**src/rtl/ocp_rd_resp_assembler_if.sv**
```systemverilog
// OCP response beats in, assembled read-data packet out (valid/ready).
interface ocp_rd_resp_assembler_if #(
  parameter int DATA_W    = 32,
  parameter int TAG_W     = 4,
  parameter int MAX_BEATS = 16,
  parameter int LEN_W     = $clog2(MAX_BEATS)
);
  logic [1:0]                  SResp;
  logic [DATA_W-1:0]           SData;
  logic                        SRespLast;
  logic [TAG_W-1:0]            STagID;
  logic                        MRespAccept;
  logic                        pkt_vld;
  logic                        pkt_rdy;
  logic [TAG_W-1:0]            pkt_id;
  logic [LEN_W-1:0]            pkt_len;
  logic [MAX_BEATS*DATA_W-1:0] pkt_data;
  logic                        pkt_err;
  logic                        pkt_ovf;
  logic                        busy;

  modport slave (
    input  SResp, SData, SRespLast, STagID, pkt_rdy,
    output MRespAccept, pkt_vld, pkt_id, pkt_len, pkt_data, pkt_err, pkt_ovf, busy
  );

  modport master (
    output SResp, SData, SRespLast, STagID, pkt_rdy,
    input  MRespAccept, pkt_vld, pkt_id, pkt_len, pkt_data, pkt_err, pkt_ovf, busy
  );
endinterface

```
**src/rtl/ocp_rd_resp_assembler.sv**
```systemverilog
// Collects an OCP response burst into one packet; pkt_vld rises the edge after the last beat.
// MRespAccept drops only while a held packet is not taken (pkt_vld & !pkt_rdy).
module ocp_rd_resp_assembler #(
  parameter int DATA_W    = 32,
  parameter int TAG_W     = 4,
  parameter int MAX_BEATS = 16,
  parameter int LEN_W     = $clog2(MAX_BEATS)
) (
  input logic                     clk,
  input logic                     rst,
  ocp_rd_resp_assembler_if.slave  bus
);
  localparam int CNT_W = $clog2(MAX_BEATS + 1);

  typedef enum logic {COLLECT, HOLD} state_t;

  state_t                      state;
  logic [CNT_W-1:0]            cnt;
  logic [TAG_W-1:0]            id_q;
  logic [LEN_W-1:0]            len_q;
  logic [MAX_BEATS*DATA_W-1:0] data_q;
  logic                        err_q;
  logic                        ovf_q;

  logic accept, beat_acc, pop, first, full, beat_err, tag_bad;

  assign accept   = (state == COLLECT) | bus.pkt_rdy;
  assign beat_acc = (bus.SResp != 2'b00) & accept;
  assign pop      = (state == HOLD) & bus.pkt_rdy;
  assign first    = (cnt == '0);
  assign full     = (cnt == CNT_W'(MAX_BEATS));
  assign beat_err = bus.SResp[1];
  assign tag_bad  = (bus.STagID != id_q);

  always_ff @(posedge clk or negedge rst) begin
    if (!rst) begin
      state  <= COLLECT;
      cnt    <= '0;
      id_q   <= '0;
      len_q  <= '0;
      data_q <= '0;
      err_q  <= 1'b0;
      ovf_q  <= 1'b0;
    end else begin
      if (pop)
        state <= COLLECT;
      if (beat_acc) begin
        if (first) begin
          // a new packet starts clean: stale lanes from the previous one are wiped
          data_q <= {{((MAX_BEATS-1)*DATA_W){1'b0}}, bus.SData};
          id_q   <= bus.STagID;
          err_q  <= beat_err;
          ovf_q  <= 1'b0;
        end else begin
          err_q <= err_q | beat_err | tag_bad;
          ovf_q <= ovf_q | full;
          for (int k = 1; k < MAX_BEATS; k++)
            if (cnt == CNT_W'(k))
              data_q[k*DATA_W +: DATA_W] <= bus.SData;
        end
        if (bus.SRespLast) begin
          cnt   <= '0;
          len_q <= full ? '1 : cnt[LEN_W-1:0];
          state <= HOLD;
        end else if (!full) begin
          cnt <= cnt + 1'b1;
        end
      end
    end
  end

  assign bus.MRespAccept = accept;
  assign bus.pkt_vld     = (state == HOLD);
  assign bus.pkt_id      = id_q;
  assign bus.pkt_len     = len_q;
  assign bus.pkt_data    = data_q;
  // flags accumulate during collection but are only exposed with the packet
  assign bus.pkt_err     = err_q & (state == HOLD);
  assign bus.pkt_ovf     = ovf_q & (state == HOLD);
  assign bus.busy        = (cnt != '0) & (state == COLLECT);
endmodule

```
**src/flat_wrapper.sv**
```systemverilog
// flat-port wrapper written by rule: the top's interface ports become plain ports
module ocp_rd_resp_assembler_flat 
#(
  parameter int DATA_W    = 32,
  parameter int TAG_W     = 4,
  parameter int MAX_BEATS = 16,
  parameter int LEN_W     = $clog2(MAX_BEATS)
)
  (clk, rst, bus_SResp, bus_SData, bus_SRespLast, bus_STagID, bus_pkt_rdy, bus_MRespAccept, bus_pkt_vld, bus_pkt_id, bus_pkt_len, bus_pkt_data, bus_pkt_err, bus_pkt_ovf, bus_busy);
  ocp_rd_resp_assembler_if #(.DATA_W(DATA_W), .TAG_W(TAG_W), .MAX_BEATS(MAX_BEATS), .LEN_W(LEN_W)) bus_i ();
  input logic clk;
  input logic rst;
  input wire logic [$bits(bus_i.SResp)-1:0] bus_SResp;
  input wire logic [$bits(bus_i.SData)-1:0] bus_SData;
  input wire logic [$bits(bus_i.SRespLast)-1:0] bus_SRespLast;
  input wire logic [$bits(bus_i.STagID)-1:0] bus_STagID;
  input wire logic [$bits(bus_i.pkt_rdy)-1:0] bus_pkt_rdy;
  output wire logic [$bits(bus_i.MRespAccept)-1:0] bus_MRespAccept;
  output wire logic [$bits(bus_i.pkt_vld)-1:0] bus_pkt_vld;
  output wire logic [$bits(bus_i.pkt_id)-1:0] bus_pkt_id;
  output wire logic [$bits(bus_i.pkt_len)-1:0] bus_pkt_len;
  output wire logic [$bits(bus_i.pkt_data)-1:0] bus_pkt_data;
  output wire logic [$bits(bus_i.pkt_err)-1:0] bus_pkt_err;
  output wire logic [$bits(bus_i.pkt_ovf)-1:0] bus_pkt_ovf;
  output wire logic [$bits(bus_i.busy)-1:0] bus_busy;
  assign bus_i.SResp = bus_SResp;
  assign bus_i.SData = bus_SData;
  assign bus_i.SRespLast = bus_SRespLast;
  assign bus_i.STagID = bus_STagID;
  assign bus_i.pkt_rdy = bus_pkt_rdy;
  assign bus_MRespAccept = bus_i.MRespAccept;
  assign bus_pkt_vld = bus_i.pkt_vld;
  assign bus_pkt_id = bus_i.pkt_id;
  assign bus_pkt_len = bus_i.pkt_len;
  assign bus_pkt_data = bus_i.pkt_data;
  assign bus_pkt_err = bus_i.pkt_err;
  assign bus_pkt_ovf = bus_i.pkt_ovf;
  assign bus_busy = bus_i.busy;
  ocp_rd_resp_assembler #(.DATA_W(DATA_W), .TAG_W(TAG_W), .MAX_BEATS(MAX_BEATS), .LEN_W(LEN_W)) u_core (.clk(clk), .rst(rst), .bus(bus_i));
endmodule
```
**config.mk**
```make
export PLATFORM = sky130hd
export DESIGN_NAME = ocp_rd_resp_assembler_flat
export DESIGN_NICKNAME = d
export VERILOG_FILES = /design/src/rtl/ocp_rd_resp_assembler_if.sv /design/src/rtl/ocp_rd_resp_assembler.sv /design/src/flat_wrapper.sv
export SDC_FILE = /design/constraint.sdc
export NUM_CORES = 1
export LEC_CHECK = 0
export ABC_AREA = 1
export CAP_MARGIN = 20
export CORE_UTILIZATION = 39
export CTS_CLUSTER_SIZE = 16
export DETAILED_ROUTE_END_ITERATION = 12
export PLACE_DENSITY = 0.67
export SLEW_MARGIN = 20
export SYNTH_ARGS = -nofsm -noshare
export SYNTH_HDL_FRONTEND = slang
export SYNTH_SLANG_ARGS = --single-unit
```
**constraint.sdc**
```tcl
create_clock -name clk -period 2.3 [get_ports clk]
set_clock_uncertainty 0.15 [all_clocks]
set_input_delay 0.69 -clock clk [delete_from_list [all_inputs] [get_ports clk]]
set_output_delay 0.69 -clock clk [all_outputs]
set_load 0.02 [all_outputs]
```
* After elaboration in Yosys (flattened, before gate mapping) *
Cells that the tools add are included.

cells by class
  add/subtract/negate cells = 1
  bitwise operators = 10
  eq/ne operators = 18
  reductions and logical operators = 36
  muxes and demuxes = 24

operator list
  kind                                                                   count
  32-bit two-way mux                                                     15
  480-bit two-way mux                                                    1
  5-bit by 4-bit equality test with 1-bit output, second input constant  8
  2-bit AND reduction                                                    18
  2-bit nonzero test                                                     16
  5-bit by 3-bit equality test with 1-bit output, second input constant  4
  5-bit by 2-bit equality test with 1-bit output, second input constant  2
  5-bit two-way mux                                                      2
  5-bit by 1-bit adder with 5-bit output, second input constant          1
  1-bit AND                                                              5
  5-bit by 1-bit equality test with 1-bit output, second input constant  1
  5-bit equality test, second input constant                             1
  5-bit zero test                                                        1
  1-bit two-way mux                                                      5
  5-bit nonzero test                                                     1
  4-bit two-way mux                                                      1
  4-bit inequality test                                                  1
  1-bit bitwise OR                                                       4
  2-bit inequality test, second input constant                           1
  1-bit NOT                                                              1

storage, ports and cells
  output and inout port bits = 525
  bits in registers = 528
  logic and storage cells = 111
  input port bits = 42

* Longest topological paths before layout *
Gate-level depths: netlist (run 1).

  depth in word-level cells = 4
  mapped depth = 12
  depth with buffers taken out = 10

* Worst setup path after synthesis (run 1) *
No wires, ideal clock.

  path kind = register -> output
  start point = register u_core.cnt[0]
  end point = output port bus_busy
  stages on the path, launching flop included = 9
  setup slack = 0.038 ns
  arrival time = 1.422 ns
  buffers on the path = 1
  required time = 1.460 ns
  cell sequence = dfrtp_1 > inv_1 > ha_1 > inv_2 > nor2_8 > nand2_4 > buf_6 > inv_2 > nor2_1

on the way
  longest elaborated chain between the ends = 2

ends and longest elaborated chain
  what                    line                         text
  start, declared         ocp_rd_resp_assembler.sv:18  logic [CNT_W-1:0] cnt;
  start signal, assigned  ocp_rd_resp_assembler.sv:66  cnt <= cnt + 1'b1;
  5-bit nonzero test      ocp_rd_resp_assembler.sv:80  assign bus.busy = (cnt != '0) & (state == COLLECT);
  1-bit AND               ocp_rd_resp_assembler.sv:80
  end, declared           flat_wrapper.sv:25           output wire logic [$bits(bus_i.busy)-1:0] bus_busy;

Every way passes these cells.

* Worst setup path after layout (run 1) *
  start point = register u_core.cnt[1]
  end point = output port bus_busy

Same word-level chain as after synthesis.

==> impl_metrics.py, run 1 <==
metrics = {
    "pwr": {
        "switchingPower_mw": 19.9,
        "internal-power_mw": 26.1,
        "power_frac_seq": 0.348,
        "power_density_mw_per_mm2": 1630,
        "ir_drop_v": 0.00103,
        "comb_power_share": 0.454,
        "total_power_mw": 46.0,
        "swShare": 0.432,
        "p_leak_nw": 15.3,
        "clockPowerShare": 0.198,
    },
    "clocking": {
        "clk_path_buf_depth": 3,
        "cts_sinks": 528,
        "path_clk_slew_ns": 0.06,
        "root_buffer": "clkbuf_16",
        "worstSkewPairLatency_ns": 0.59,
        "cts_max_level": 2,
        "cts_tree": "yes",
        "cts_buffers": 54,
    },
    "yosys": {
        "synth_area_mm2": 0.0200,
        "synth_compound_area_frac": 0.120,
        "ys_ff_latch": 528,
        "muxShareOfSynthArea": 0,
        "synthAdderAreaFrac": 0.00314,
        "ys_warn_count": 0,
        "synth_top_family_by_area": "simple AND/OR/NAND/NOR gates",
        "synth_seq_area_share": 0.662,
        "syn_nets": 2115,
        "synth_cell_type_count": 27,
        "synth_xor_xnor_area_share": 0.000878,
        "syn_inst": 2068,
        "synth-simple-area-share": 0.161,
        "syn_avg_cell_area_um2": 9.65,
    },
    "global_route": {
        "grt_pass1_wl_um": 106000,
        "grt_pass1_vias": 17000,
        "grt_max_degree": 77,
        "gr-total-overflow": 0,
        "antenna_found_initial": 2,
        "track_usage": 0.264,
    },
    "detailed_routing": {
        "wl_per_cell_um": 20.3,
        "ant_nets": 0,
        "vias": 16900,
        "avgViaCountPerCell": 5.01,
        "first_pass_iters": 5,
        "drt_iter0_drc": 1295,
        "routed_wl_um": 68500,
        "drc": 0,
    },
    "layout": {
        "stdcell_count": 3371,
        "design_area_mm2": 0.0283,
        "diodes": 0,
        "final_common_cell": "nand2_1",
        "nets": 2707,
        "utilization": 0.563,
        "area_delta_synth_final_pct": 41.8,
        "drive_gt1_frac": 0.0882,
        "final_cell_mix": "nand2_1 (755), dfrtp_1 (527), dlygate4sd2_1 (521), o21ai_0 (431), inv_1 (88)",
    },
    "placement": {
        "dpl.hpwl_um": 48300,
        "numPortBuffers": 566,
        "pre_cts_ws_ns": -0.458,
        "placed_area_mm2": 0.0270,
        "gp_congestion": 0.886,
        "dp_cells": 3268,
    },
    "timing": {
        "max_freq_mhz": 402,
        "worstMarginPinSlew_ns": 0.592,
        "finalCritPeriodShare": 1.08,
        "finalCriticalPeriod_ns": 2.49,
        "timing.final.ws_setup_ns": -0.189,
        "whs_ns": 0.313,
        "slew_violations": 0,
        "setup_viol": 2,
        "slew_headroom": 0.605,
        "setup-tns-final_ns": -0.214,
        "rsz0062_at_grt": "true",
        "finalHoldViolCount": 0,
    },
    "critical_path": {
        "critPathMaxFanout": 2,
        "crit_start": "u_core.cnt[1]",
        "worstPathRequired_ns": 1.46,
        "rr_worst_depth": 9,
        "start_kind": "register",
        "worstSetupPathType": "reg2out",
        "cp-endpoint": "bus_busy",
        "crit_path_end_kind": "output port",
        "rr_endpoint": "u_core.bus.pkt_data[396]",
        "r2r-start": "u_core.cnt[1]",
        "crit_arrival_ns": 1.65,
        "reg2reg_slack_ns": -0.02,
    },
    "floorplan": {
        "row_count": 82,
        "core-area_mm2": 0.0503,
        "start_util": 0.397,
        "die_w_um": 228,
        "dieArea_mm2": 0.0521,
        "die-height_um": 228,
        "io_pins": 567,
    },
    "status": {
        "violations": "setup timing",
        "outcome": "finished with violations",
    },
    "worst_hold_path": {
        "worst_hold_path_type": "reg2reg",
    },
    "job": {
        "maxCapViolCount": 0,
    },
}
[power by group through the flow]
stage	clock network [mW]	logic, mW	registers [mW]
floorplan	0	5.61	21.2
global placement	0	23.5	16.1
detailed placement	0	23.9	16.2
CTS	9.27	21.0	16.0
global route	9.62	22.4	16.5
finish	9.12	20.9	16.0
[state kept, by name, indices dropped and copies added (netlist names), named ones only]
register and count:
u_core.cnt 5, u_core.bus.pkt_vld 1, u_core.err_q 1, u_core.bus.pkt_data 512
u_core.bus.pkt_id 4, u_core.bus.pkt_len 4
[kinds of logic after synthesis]
group / Yosys count
simple gates: 822
flops: 528
compound gates: 469
buf+inv: 242
fa+ha+maj: 5
xor+xnor: 2
[per-layer routing]
layer / vias up / GRT usage / routed length (um)
met4: 0 / 0.0889 / 2420
met3: 136 / 0.0683 / 5260
met2: 632 / 0.425 / 31900
met1: 8353 / 0.347 / 28800
met5: - / 0 / 0
li1: 7773 / - / -
[layout make-up]
cell class / count / area, um2
fillers: 4523 / 22000
flip-flops and latches: 528 / 13200
repair buffers: 684 / 6320
multi-input cells: 1298 / 5730
clock buffers: 77 / 1560
well taps: 672 / 841
inverters: 94 / 358
clock inverters: 18 / 279
[worst min path at each step]
stage,from,end,slack (ns),cells past startpoint
6_report,u_core.bus.pkt_data[18],u_core.bus.pkt_data[18],0.31,2
5_1_grt,u_core.bus.pkt_data[18],u_core.bus.pkt_data[18],0.35,2
4_1_cts,u_core.bus.pkt_data[15],u_core.bus.pkt_data[15],0.32,2
3_5_place_dp,u_core.bus.pkt_data[15],u_core.bus.pkt_data[15],0.31,2
3_3_place_gp,u_core.bus.pkt_data[20],u_core.bus.pkt_data[20],0.30,2
2_1_floorplan,rst,async pin,0.24,0
[critical path: stages (launching register included)]
cell and delay, ns:
dfrtp_1 0.39, inv_2 0.08, ha_4 0.15, inv_4 0.05, nor2_8 0.09, nand2_4 0.06
inv_4 0.08, nor2_2 0.04, buf_6 0.12
[cells in the mapped netlist]
master,count,area [um2]
o21ai_1,29,145
buf_1,2,7.51
o21ai_2,3,26.3
nand3_2,1,10.0
o22ai_1,2,12.5
nor2_1,14,52.6
a31oi_1,1,6.26
nand2_1,756,2840
nor2_2,2,12.5
clkbuf_1,80,300
buf_4,20,150
buf_6,3,33.8
o21ai_4,2,32.5
inv_1,90,338
a21oi_4,1,16.3
dfrtp_1,528,13200
nand3_1,36,180
nand4_1,1,6.26
buf_2,43,215
nand2_4,1,11.3
nand2_2,8,50.1
o21ai_0,431,2160
nor3_1,1,5.00
inv_2,4,15.0
nor2_8,2,40.0
ha_1,5,62.6
xor2_1,2,17.5
[timing repair]
action                                  in CTS  in global routing
buffers inserted                             3                  4
pin swaps                                    2                  2
gates resized for setup                    543                  5
endpoints found under the hold margin       23                  0
endpoints found under the setup margin     564                130
hold buffers                                 1                  0
No activity file was read; power rests on OpenSTA's default activity.
==> run 2, diff against run 1 <==
--- a/config.mk
+++ b/config.mk
@@ -10,7 +10,7 @@
 export CORE_UTILIZATION = 39
 export CTS_CLUSTER_SIZE = 16
 export DETAILED_ROUTE_END_ITERATION = 12
-export PLACE_DENSITY = 0.67
+export PLACE_DENSITY_LB_ADDON = 0.12
 export SLEW_MARGIN = 20
 export SYNTH_ARGS = -nofsm -noshare
 export SYNTH_HDL_FRONTEND = slang
==> impl_metrics.py, run 2 (same netlist as run 1, synthesis figures left out) <==
metrics = {
    "status": {
        "outcome": "finished with violations",
        "violations": "setup timing",
    },
    "critical_path": {
        "crit_arrival_ns": 1.65,
        "crit_start": "u_core.cnt[1]",
        "slowest_stage": "dfrtp_1",
        "r2r-start": "u_core.cnt[1]",
        "crit_buf_inv": 4,
        "start_kind": "register",
        "slowest_delay_ns": 0.39,
        "path_cells": "inv_2 > ha_4 > inv_4 > nor2_8 > nand2_4 > inv_2 > nor2_1 > buf_4",
        "critPathMaxFanout": 2,
        "crit_path_end_kind": "output port",
        "crit_family": "flip-flops",
        "crit_path_frequent_cell": "inv_2",
        "worstPathRequired_ns": 1.46,
        "worstSetupPathType": "reg2out",
    },
    "pwr": {
        "ir_drop_v": 0.000921,
        "clockPowerShare": 0.199,
        "comb_power_share": 0.451,
        "p_leak_nw": 15.4,
        "swShare": 0.432,
        "internal-power_mw": 26.1,
        "power_density_mw_per_mm2": 1610,
        "power_frac_seq": 0.350,
        "switchingPower_mw": 19.8,
    },
    "worst_hold_path": {
        "hp-start": "u_core.bus.pkt_data[31]",
        "worst_hold_path_type": "reg2reg",
    },
    "layout": {
        "design_area_mm2": 0.0285,
        "area_delta_synth_final_pct": 42.8,
        "largest_register_ffs": 512,
        "nets": 2708,
        "final_common_cell": "nand2_1",
        "final_cell_mix": "nand2_1 (755), dfrtp_1 (527), dlygate4sd2_1 (520), o21ai_0 (431), inv_1 (87)",
        "drive_gt1_frac": 0.0909,
        "diodes": 0,
    },
    "clocking": {
        "path_clk_slew_ns": 0.06,
        "cts_sinks": 528,
        "worstSkewPairLatency_ns": 0.60,
        "cts_buffers": 55,
        "clk_path_buf_depth": 3,
        "root_buffer": "clkbuf_16",
        "cts_tree": "yes",
        "cts_max_level": 2,
    },
    "detailed_routing": {
        "routed_wl_um": 68300,
        "ant_nets": 0,
        "drt_iter0_drc": 1233,
        "vias": 16700,
        "first_pass_iters": 6,
        "avgViaCountPerCell": 4.96,
        "drc": 0,
        "wl_per_cell_um": 20.2,
    },
    "timing": {
        "slew_violations": 0,
        "finalCritPeriodShare": 1.08,
        "finalHoldViolCount": 0,
        "slew_headroom": 0.616,
        "finalCriticalPeriod_ns": 2.49,
        "whs_ns": 0.314,
        "timing.final.ws_setup_ns": -0.186,
        "rsz0062_at_grt": "true",
        "setup_viol": 1,
        "max_freq_mhz": 402,
        "worstMarginPinSlew_ns": 0.577,
    },
    "placement": {
        "placed_area_mm2": 0.0272,
        "dpl.hpwl_um": 49100,
        "gp_congestion": 0.875,
        "numPortBuffers": 566,
    },
    "floorplan": {
        "dieArea_mm2": 0.0521,
        "die_w_um": 228,
        "io_pins": 567,
        "die-height_um": 228,
        "start_util": 0.397,
        "row_count": 82,
        "core-area_mm2": 0.0503,
    },
    "global_route": {
        "grt_use_met2": 0.408,
        "grt_pass1_vias": 16600,
        "gr-total-overflow": 0,
        "grt_util_met1": 0.356,
        "track_usage": 0.264,
        "grt_max_degree": 62,
        "grt.busiest_layer": "met2",
        "antenna_found_initial": 2,
        "grt_pass1_wl_um": 105000,
        "use_met3": 0.0764,
    },
    "job": {
        "maxCapViolCount": 0,
    },
}
## run 2: cell count changes in the layout (fill, tap and decap cells not counted), moves of 2 or more
cell / delta
buf_12: +12
inv_2: +2
clkinv_2: +4
clkbuf_8: +7
bufinv_16: -3
clkbuf_2: -2
buf_4: -10
## run 2: worst min-delay path, delay by kind of cell (launching register included)
kind | cells | cell delay [ns]
flops | 1 | 0.34
simple gates | 2 | 0.10
## run 2: per-layer routing
metal  share of wire  vias up
li1                -     7780
met1            0.43     8220
met2            0.46      624
met3           0.087      112
met4           0.032        2
met5         0.00016        -
## run 2: worst paths after layout
kind	slack, ns	to	depth (start not counted)
max	-0.19	bus_busy	8
min	0.31	u_core.bus.pkt_data[31]	2
max reg2reg	0.01	u_core.bus.pkt_data[255]	9
min reg2reg	0.31	u_core.bus.pkt_data[31]	2
max in group asynchronous	0.78	u_core.bus.pkt_data[4]	4
min in group asynchronous	0.43	u_core.bus.pkt_data[156]	2
## run 2: timing repair
action	CTS	global route
hold buffers	1	0
hold endpoints to repair	20	0
setup endpoints to repair	550	170
gates cloned	0	0
buffers inserted	0	1
pin swaps	1	0
gates resized for setup	548	3
## run 2: area by class of cell
cell class	instances	area (um2)
fill	4672	21800
sequential	528	13200
timing repair buffer	684	6470
multi-input combinational	1298	5730
clock buffer	84	1680
tap	672	841
inverter	94	355
clock inverter	18	208
## run 2: per-stage QoR
step / TNS, ns / power [mW] / util / setup WS, ns / std cells
6_report: -0.186 / 46.0 / 0.567 / -0.186 / 3378
5_1_grt: -3.83 / 48.7 / 0.567 / -0.271 / 3378
4_1_cts: -0.331 / 46.4 / 0.567 / -0.237 / 3377
3_5_place_dp: -147.71 / 40.2 / 0.542 / -0.470 / 3274
3_3_place_gp: -150.86 / 39.9 / 0.542 / -0.486 / 3274
2_1_floorplan: 0 / 26.8 / - / 0.0381 / 2068
## run 2: power groups by stage
stage               Clock (mW)  Combinational [mW]  Sequential, mW
global route              9.71                22.3            16.6
global placement             0                23.7            16.2
detailed placement           0                23.9            16.3
floorplan                    0                5.61            21.2
CTS                       9.36                21.0            16.1
finish                    9.15                20.8            16.1
==> run 3, diff against run 2 <==
--- a/config.mk
+++ b/config.mk
@@ -8,9 +8,10 @@
 export ABC_AREA = 1
 export CAP_MARGIN = 20
 export CORE_UTILIZATION = 39
-export CTS_CLUSTER_SIZE = 16
+export CTS_CLUSTER_SIZE = 28
 export DETAILED_ROUTE_END_ITERATION = 12
 export PLACE_DENSITY_LB_ADDON = 0.12
+export REMOVE_ABC_BUFFERS = 1
 export SLEW_MARGIN = 20
 export SYNTH_ARGS = -nofsm -noshare
 export SYNTH_HDL_FRONTEND = slang
==> impl_metrics.py, run 3 (same netlist as run 1, synthesis figures left out) <==
metrics = {
    "detailed_routing": {
        "routed_wl_um": 75300,
        "top_layer_used": "met5",
        "vias": 17000,
        "met2_length_um": 35100,
        "avgViaCountPerCell": 4.98,
        "first_pass_iters": 5,
        "routed-wl-met3_um": 6950,
        "ant_nets": 0,
        "wl_per_cell_um": 22.1,
        "wl_met1_um": 31000,
        "drc": 0,
        "drt_iter0_drc": 1123,
    },
    "global_route": {
        "antenna_found_initial": 2,
        "track_usage": 0.284,
        "gr-total-overflow": 0,
        "grt_pass1_wl_um": 111000,
        "grt_max_degree": 94,
        "grt_pass1_vias": 17000,
    },
    "status": {
        "outcome": "finished with violations",
        "violations": "setup timing",
    },
    "timing": {
        "setup_viol": 1,
        "slew_headroom": 0.545,
        "setup-tns-final_ns": -0.233,
        "finalHoldViolCount": 0,
        "timing.final.ws_setup_ns": -0.233,
        "worstMarginPinSlew_ns": 0.680,
        "finalCriticalPeriod_ns": 2.53,
        "rsz0062_at_grt": "true",
        "finalCritPeriodShare": 1.10,
        "slew_violations": 0,
        "max_freq_mhz": 395,
    },
    "critical_path": {
        "slowest_delay_ns": 0.40,
        "crit_arrival_ns": 1.69,
        "path_cells": "inv_2 > ha_4 > inv_4 > nor2_8 > nand2_4 > inv_4 > nor2_1 > buf_4",
        "worstPathRequired_ns": 1.46,
        "reg2reg_slack_ns": 0.02,
        "crit_path_end_kind": "output port",
        "crit_family": "flip-flops",
        "slowest_stage": "dfrtp_1",
        "start_kind": "register",
        "crit_buf_inv": 4,
        "worstSetupPathType": "reg2out",
        "crit_path_frequent_cell": "inv_4",
        "critPathMaxFanout": 2,
    },
    "layout": {
        "drive_gt1_frac": 0.103,
        "final_cell_mix": "nand2_1 (750), dfrtp_1 (526), dlygate4sd2_1 (515), o21ai_0 (428), inv_1 (87)",
        "largest_register_ffs": 512,
        "fillers": 4666,
        "final_common_cell": "nand2_1",
        "area_delta_synth_final_pct": 44.9,
        "nets": 2730,
        "diodes": 0,
    },
    "placement": {
        "numPortBuffers": 566,
        "gp_congestion": 0.837,
        "dpl.hpwl_um": 50600,
    },
    "floorplan": {
        "die_w_um": 228,
        "row_count": 82,
        "core-area_mm2": 0.0503,
        "dieArea_mm2": 0.0521,
        "start_util": 0.397,
        "die-height_um": 228,
        "io_pins": 567,
    },
    "clocking": {
        "cts_tree": "yes",
        "path_clk_slew_ns": 0.06,
        "cts_buffers": 56,
        "root_buffer": "clkbuf_16",
        "clk_path_buf_depth": 3,
        "worstSkewPairLatency_ns": 0.61,
        "cts_max_level": 2,
        "cts_sinks": 528,
    },
    "job": {
        "maxCapViolCount": 0,
    },
    "pwr": {
        "p_leak_nw": 15.6,
        "ir_drop_v": 0.000921,
        "total_power_mw": 47.3,
        "power_density_mw_per_mm2": 1640,
    },
    "worst_hold_path": {
        "worst_hold_path_type": "reg2reg",
    },
}
run 3: cell types whose count changed in the layout (fill, tap and decap cells not counted), sizes merged:
cell and delta:
clkinv -1, clkinvlp +2, nor2 +1, buf +13, clkbuf +9, bufinv -1
dlygate4sd2 -5, bufbuf +2, clkdlybuf4s15 +4
run 3: layer usage:
layer | track usage | vias up
li1 | - | 7820
met1 | 0.361 | 8373
met2 | 0.460 | 629
met3 | 0.0948 | 126
met4 | 0.0849 | 4
met5 | 0 | -
run 3: final cells by class:
cell class | count | area [um2] | area share
Clock inverter | 18 | 184 | 0.00636
Clock buffer | 87 | 1720 | 0.0595
Sequential cell | 528 | 13200 | 0.457
Tap cell | 672 | 841 | 0.0291
Timing Repair Buffer | 704 | 6790 | 0.235
Inverter | 94 | 362 | 0.0125
Multi-Input combinational cell | 1299 | 5800 | 0.201
run 3: final timing paths:
kind	to	cells past startpoint	from
hold reg to reg	u_core.bus.pkt_data[21]	2	u_core.bus.pkt_data[21]
max in group asynchronous	u_core.bus.pkt_data[12]	4	rst
setup / recovery	bus_busy	8	u_core.cnt[0]
setup reg to reg	u_core.bus.pkt_data[288]	11	u_core.cnt[0]
hold / removal	u_core.bus.pkt_data[21]	2	u_core.bus.pkt_data[21]
min in group asynchronous	u_core.bus.pkt_data[476]	2	rst
run 3: metrics by stage:
step | setup slack, ns | utilization | std cells | instance area (um2) | hold WS, ns
3_5_place_dp | -0.512 | 0.544 | 3281 | 27300 | 0.308
6_report | -0.233 | 0.575 | 3402 | 28900 | 0.315
5_1_grt | -0.281 | 0.575 | 3402 | 28900 | 0.342
2_1_floorplan | -1.24 | - | 1920 | 19200 | 0.244
3_3_place_gp | -0.449 | 0.544 | 3281 | 27300 | 0.306
4_1_cts | -0.297 | 0.572 | 3399 | 28800 | 0.318
run 3: repair_timing:
item	in CTS	in global routing
hold buffers	1	0
pin swaps	5	4
setup endpoints to repair	888	485
hold endpoints to repair	17	0
cloned	3	4
gates resized for setup	555	20
buffers inserted	10	2
run 3: power by group:
| group | internal [mW] | switching, mW |
|---|---|---|
| sequential | 13.6 | 2.41 |
| combinational | 7.57 | 14.5 |
| clock | 5.47 | 3.79 |
run 3: worst min-delay path: cells and delay by family (launching register included):
kind	cells	cell delay [ns]
flops	1	0.33
simple gates	2	0.10
